**src/rtl/ps2_key_event_ctrl.sv**
```systemverilog
// PS/2 key-code to press/release event converter with a valid/ready event FIFO.
// Define PS2_KBD_EXT_EN to build E0 (extended key) prefix handling; otherwise E0 is ignored.
module ps2_key_event_ctrl #(
  parameter int DEPTH          = 4,
  parameter int TIMEOUT_CYCLES = 1024
) (
  input  logic                     ck,
  input  logic                     reset,
  input  logic [7:0]               key_code_in,
  output logic                     ev_valid,
  input  logic                     ev_ready,
  output logic [9:0]               ev_data,
  output logic [$clog2(DEPTH):0]   ev_count,
  output logic                     overflow,
  input  logic                     ovf_clr,
  output logic                     busy
);

  localparam int AW = $clog2(DEPTH);
  localparam int CW = $clog2(TIMEOUT_CYCLES);
  localparam logic [CW-1:0] TO_LAST   = CW'(TIMEOUT_CYCLES - 1);
  localparam logic [AW:0]   FULL_CNT  = (AW + 1)'(DEPTH);
  localparam logic [7:0]    BRK_CODE  = 8'hF0;
  localparam logic [7:0]    EXT_CODE  = 8'hE0;

  // State bit 0 = break prefix pending, bit 1 = extended prefix pending.
  localparam logic [1:0] ST_IDLE    = 2'd0;
  localparam logic [1:0] ST_BRK     = 2'd1;
`ifdef PS2_KBD_EXT_EN
  localparam logic [1:0] ST_EXT     = 2'd2;
`endif

  logic [7:0]    prev_code_q;
  logic [1:0]    state_q, state_d;
  logic [CW-1:0] to_cnt_q, to_cnt_d;
  logic [AW-1:0] wr_ptr_q, wr_ptr_d;
  logic [AW-1:0] rd_ptr_q, rd_ptr_d;
  logic [AW:0]   count_q, count_d;
  logic          overflow_q, overflow_d;
  logic [9:0]    mem_q [DEPTH];

  logic       accept;
  logic       is_brk;
  logic       is_ext;
  logic       emit;
  logic       timeout_hit;
  logic       ext_flag;
  logic [9:0] ev_word;
  logic       full;
  logic       pop;
  logic       push;

  // Byte acceptance: non-zero and different from the previous sample.
  assign accept = (key_code_in != 8'h00) && (key_code_in != prev_code_q);
  assign is_brk = (key_code_in == BRK_CODE);
  assign is_ext = (key_code_in == EXT_CODE);
  assign emit   = accept && !is_brk && !is_ext;

  assign timeout_hit = !accept && (state_q != ST_IDLE) && (to_cnt_q == TO_LAST);

`ifdef PS2_KBD_EXT_EN
  assign ext_flag = state_q[1];
`else
  assign ext_flag = 1'b0;
`endif

  assign ev_word = {ext_flag, state_q[0], key_code_in};

  always_comb begin
    state_d = state_q;
    if (accept) begin
      if (is_brk) begin
        state_d = state_q | ST_BRK;
      end else if (is_ext) begin
`ifdef PS2_KBD_EXT_EN
        state_d = state_q | ST_EXT;
`else
        state_d = state_q;
`endif
      end else begin
        state_d = ST_IDLE;
      end
    end else if (timeout_hit) begin
      state_d = ST_IDLE;
    end
  end

  always_comb begin
    to_cnt_d = to_cnt_q + CW'(1);
    if (accept || (state_q == ST_IDLE) || timeout_hit) begin
      to_cnt_d = '0;
    end
  end

  assign full = (count_q == FULL_CNT);
  assign pop  = ev_valid && ev_ready;
  // When full, a same-cycle pop frees the slot the new event lands in.
  assign push = emit && (!full || pop);

  always_comb begin
    wr_ptr_d   = push ? wr_ptr_q + AW'(1) : wr_ptr_q;
    rd_ptr_d   = pop  ? rd_ptr_q + AW'(1) : rd_ptr_q;
    count_d    = count_q + {{AW{1'b0}}, push} - {{AW{1'b0}}, pop};
    overflow_d = overflow_q;
    if (ovf_clr) begin
      overflow_d = 1'b0;
    end else if (emit && full && !pop) begin
      overflow_d = 1'b1;
    end
  end

  always_ff @(posedge ck or posedge reset) begin
    if (reset) begin
      prev_code_q <= 8'h00;
      state_q     <= ST_IDLE;
      to_cnt_q    <= '0;
      wr_ptr_q    <= '0;
      rd_ptr_q    <= '0;
      count_q     <= '0;
      overflow_q  <= 1'b0;
    end else begin
      prev_code_q <= key_code_in;
      state_q     <= state_d;
      to_cnt_q    <= to_cnt_d;
      wr_ptr_q    <= wr_ptr_d;
      rd_ptr_q    <= rd_ptr_d;
      count_q     <= count_d;
      overflow_q  <= overflow_d;
    end
  end

  // Entries are reset so the head word is never X, even while empty.
  always_ff @(posedge ck or posedge reset) begin
    if (reset) begin
      for (int i = 0; i < DEPTH; i++) begin
        mem_q[i] <= '0;
      end
    end else if (push) begin
      mem_q[wr_ptr_q] <= ev_word;
    end
  end

  assign ev_valid = (count_q != '0);
  assign ev_data  = mem_q[rd_ptr_q];
  assign ev_count = count_q;
  assign overflow = overflow_q;
  assign busy     = (state_q != ST_IDLE);

endmodule

```
**config.mk**
```make
export PLATFORM = sky130hd
export DESIGN_NAME = ps2_key_event_ctrl
export DESIGN_NICKNAME = d
export VERILOG_FILES = /design/src/rtl/ps2_key_event_ctrl.sv
export SDC_FILE = /design/constraint.sdc
export NUM_CORES = 1
export LEC_CHECK = 0
export BUFFER_PORTS_ARGS = -buffer_cell sky130_fd_sc_hd__buf_4
export CAP_MARGIN = 20
export CORE_AREA = 2 2 90 92
export CTS_CLUSTER_SIZE = 12
export DETAILED_ROUTE_END_ITERATION = 7
export DIE_AREA = 0 0 92 94
export PLACE_DENSITY = 0.63
export SETUP_SLACK_MARGIN = 0.1
export SLEW_MARGIN = 10
export SYNTH_ARGS = -nofsm -noshare
export SYNTH_HDL_FRONTEND = slang
export SYNTH_SLANG_ARGS = --single-unit
```
**constraint.sdc**
```tcl
create_clock -name ck -period 3.3 [get_ports ck]
set_input_delay 0.99 -clock ck [delete_from_list [all_inputs] [get_ports ck]]
set_output_delay 0.99 -clock ck [all_outputs]
set_load 0.03 [all_outputs]
```
Yosys cells after proc, flatten, opt, wreduce, memory -nomap -nowiden
Cells that the tools add are included.

word-level totals
  bits in read-only memories = 0
  RAM bits = 0
  flip-flop bits (word level) = 68
  bits of input ports = 12
  latch bits = 0
  memories = 0
  output and inout port bits = 16
  logic and storage cells = 69

cells by class
  multipliers = 0
  muxes and demuxes = 13
  reduce and logical (&&, ||, !) cells = 26
  $add $sub $neg = 5
  bitwise operators = 2
  shift-type cells = 0
  eq/ne operators = 8
  divide/modulo/power cells = 0
  $lt $le $gt $ge = 3

operator list
  kind                     number
  $bwmux W40               1
  $mux W10                 4
  $bmux W10 S2             1
  $demux W10 S2            1
  $eq A8 B8 Y1 const B     2
  $add A10 B1 Y10 const B  1
  $eq A10 B10 Y1 const B   1
  $logic_and A1 B1 Y1      10
  $mux W2                  4
  $ne A8 B8 Y1             1
  $reduce_bool A8 Y1       1
  $ge A3 B3 Y1 const B     2
  $not A2 Y3               2
  $reduce_bool A2 Y1       3
  $logic_not A1 Y1         5
  $add A2 B1 Y2 const B    2
  $ne A2 B2 Y1 const B     2
  $add A3 B1 Y3            1
  $eq A3 B3 Y1 const B     1
  $logic_or A1 B1 Y1       3
  $lt A3 B1 Y1 const B     1
  $ne A3 B3 Y1 const B     1
  $reduce_and A3 Y1        1
  $reduce_bool A3 Y1       1
  other kinds (4)          5

Logic depth before layout (Yosys ltp)
  word-level depth = 8
  mapped depth = 10
  gate-level depth less buffers = 10

Least setup slack after synthesis
Ideal clock, no wire load.

  path type = input to register
  start point = input key_code_in[4]
  end point = register count_q[2] (netlist: ev_count[2])
  path buffers = 0
  library setup time = 0.123 ns
  data arrival time = 3.034 ns
  setup slack = 0.142 ns
  data required time = 3.177 ns
  cell stages on the path = 10
  cell sequence = or4_2 a21oi_4 a211oi_4 inv_1 ha_1 inv_1 ha_1 fa_1 xnor2_1 xnor2_1

on the way
  word-level cells in the longest chain between the ends = 7

RTL lines
  what                                                            RTL line  RTL
  from (decl)                                                     9         input logic [7:0] key_code_in,
  $ne A8 B8 Y1 (tied with other cells)                            54        assign accept = (key_code_in != 8'h00) && (key_code_in != prev_code_q);
  $logic_and A1 B1 Y1 / $logic_not A1 Y1 (equally long branches)  54, 57
  $logic_and A1 B1 Y1                                             57        assign emit = accept && !is_brk && !is_ext;
  $logic_and A1 B1 Y1 *                                           57
  $logic_and A1 B1 Y1 *                                           98        assign push = emit && (!full || pop);
  $add A3 B1 Y3 *                                                 103       count_d = count_q + {{AW{1'b0}}, push} - {{AW{1'b0}}, pop};
  $sub A3 B1 Y3 *                                                 103
  named net count_d[2]                                            38        logic [AW:0] count_q, count_d;
  to (signal assigned)                                            127       count_q <= count_d;
  to (decl)                                                       38

Mark *: on every way through the listed nets, which the timed path passes. The rest lies on a longest branch.
A chain may end at the register's enable or synchronous reset.

Worst setup path after layout
  start point = input key_code_in[5]
  end point = register count_q[2] (netlist: ev_count[2])

Same word-level chain as after synthesis.

==> qor.yml <==
crit_path_end: "ev_count[2]"
grt_pass1_wl_um: 9110
cts.sinks: 63
reg2reg_depth: 10
clock_latency_ps: 340
cts.clk_slew.worst_paths_ps: 70
path_cells: "buf_4, or4_2, a21oi_4, a211oi_4, inv_1, ha_1, inv_1, ha_1, fa_1, xnor2_1, xnor2_1"
syn_to_final_growth_pct: 21.0
rrSetupSlack_ps: 870
max-slew-margin-rel_pct: 58.7
die_h_um: 94
endpoint_kind: "flip-flop"
drc: 0
finalNetCount: 261
cp-startpoint: "key_code_in[5]"
synth_ff_type: "dfrtp_1"
r2r-start: "prev_code_q[1]"
dieWidth_um: 92
wl_per_cell_um: 15.7
synth_top_area_share_pct: 55.3
max_stage_delay_ps: 720
cts_setup_buffers: 0
groute.usage.overall_pct: 14.1
tightest_slew_ps: 614
finalSetupViolCount: 0
critPathKind: "in2reg"
num_rows: 32
powerDensity_mw_per_mm2: 972
gp_congestion: 0.758
synthArstFlopShare_pct: 100
layout_setup_ws_ps: 347
final_common_cell: "dfrtp_1"
grt_pass1_vias: 1750
routed_wl_um: 5460
critPathSlowestCell: "or4_2"
cp_top_family: "simple AND/OR/NAND/NOR gates"
critPathLaunchType: "primary input"
ir_worst_vdd_mv: 0.517
rsz0062_at_grt: "false"
synth-warning-count: 0
max_clock_freq_mhz: 339
antenna_cells: 0
dp_hpwl_um: 3740
layout_common_cells: "dfrtp_1, buf_4, mux2_2"
cts.htree.levels: 3
tns_ps: 0
coreArea_sq_mm: 0.00761
ys_ff_latch: 63
finClkSkew_ps: 5.31
ctsResizeCount: 0
final_cells: 348
grt_overflow: 0
ys_seq_area_share_pct: 55.3
hp-class: "reg2reg"
start_util_pct: 37.5
maxCapViolCount: 0
drtAntennaViolNets: 0
boundaryPins: 28
timing.rr.end: "ev_count[2]"
drt_iter0_markers: 85
synth_cells: 199
die-area_sq_mm: 0.00865
path_buf_inv: 3
cts_buffer_depth: 2
synth_area_leader_cell: "dfrtp_1"
dp_cells: 332
cts_made_buffers: 9
vias: 1644
grt_max_degree: 29
drv_slew: 0
hold-worst-slack_ps: 494
clock-root-buffer: "clkbuf_8"
drive_above_1_share_pct: 42.3
min_period_over_period_pct: 89.5
synth_nets: 219
layout_min_cycle_time_ps: 2950
arrival_ps: 3220
first_pass_iters: 4
critPathMaxFanout: 8
synth.avg_cell_area_sq_um: 14.3
final_util_pct: 45.4
leakage_nw: 1.54
synthTopCellsByArea: "dfrtp_1, mux2_2, mux4_2, xor2_1, ha_1"
syn-cell-area_sq_mm: 0.00285
status: "completed"
hold_buffers: 0
cts_tree: "done"
synth_edf_count: 0
cp.depth: 11
antenna_found_initial: 0
routed_via_density: 4.72
place_ws_ps: 18.9
numPortBuffers: 26
critPathRequiredTime_ps: 3570
hold_viol_final: 0
ys_types: 33
state kept, by name, indices dropped and copies added (netlist names):
name         count
mem_q           36
wr_ptr_q         2
state_q          1
to_cnt_q        10
rd_ptr_q         2
ev_count         3
prev_code_q      8
overflow         1
power breakdown:
group          internal [W]  switching (W)  total [W]
Clock              0.000446       0.000295   0.000740
Sequential          0.00104       0.000147    0.00118
Combinational      0.000706       0.000724    0.00143
Total               0.00219        0.00117    0.00335
worst min-delay path by stage:
stage | from | endpoint | slack, ps | depth (start not counted)
after floorplan | to_cnt_q[0] | to_cnt_q[0] | 460 | 1
after global placement | mem_q[15] | mem_q[15] | 470 | 1
final | mem_q[15] | mem_q[15] | 490 | 1
after global routing | mem_q[15] | mem_q[15] | 510 | 1
after detailed placement | mem_q[15] | mem_q[15] | 480 | 1
after CTS | to_cnt_q[0] | to_cnt_q[0] | 490 | 1
final cells by class:
class	instances	area, sq um
Fill cell	722	4160
Sequential cell	63	1580
Multi-Input combinational cell	122	1220
Timing Repair Buffer	36	270
Clock buffer	11	141
Tap cell	102	128
Clock inverter	5	81.3
Inverter	9	33.8
cells by family after synthesis:
logic type                 after synthesis  share of synthesized area, %
other                                    1                         0.131
adders and majority gates                8                          3.77
DFF                                     63                          55.3
muxes                                   45                          21.7
AOI/OAI and AO/OA                        9                          3.25
xor gates and xnor gates                21                          6.45
buffers and inverters                   14                          1.97
and+or+nand+nor                         38                          7.46
worst reg2reg max path, cell delays in order, from the launching register on:
cell and delay [ps]:
dfrtp_1 380, xor2_1 160, nor4_1 560, a211oi_4 130, inv_1 80, ha_1 120
inv_1 40, ha_1 190, fa_1 390, xnor2_1 180, xnor2_1 130
cell usage after synthesis (2+ instances only):
cell	instances
o21ai_0	2
xor2_1	12
nand2_4	4
nand3_1	5
nand2_1	5
xnor2_1	9
mux2_4	3
or4_2	2
mux4_2	9
nor4_1	2
clkbuf_1	4
dfrtp_1	63
nor2_1	13
ha_1	7
and2_1	2
mux2_1	3
mux2_2	30
inv_1	9
per-stage QoR:
step | cell area (sq um) | power [W]
3_3_place_gp | 3230 | 0.00261
5_1_grt | 3450 | 0.00355
6_report | 3450 | 0.00335
3_5_place_dp | 3230 | 0.00264
4_1_cts | 3450 | 0.00340
2_1_floorplan | 2850 | 0.00220
layer usage:
metal / wire length, um / global-route usage (%)
met1: 2600 / 19.3
met2: 2540 / 21.6
met3: 232 / 4.41
met4: 75 / 4.48
met5: 0 / 0
(Power assumes the default switching activity.)
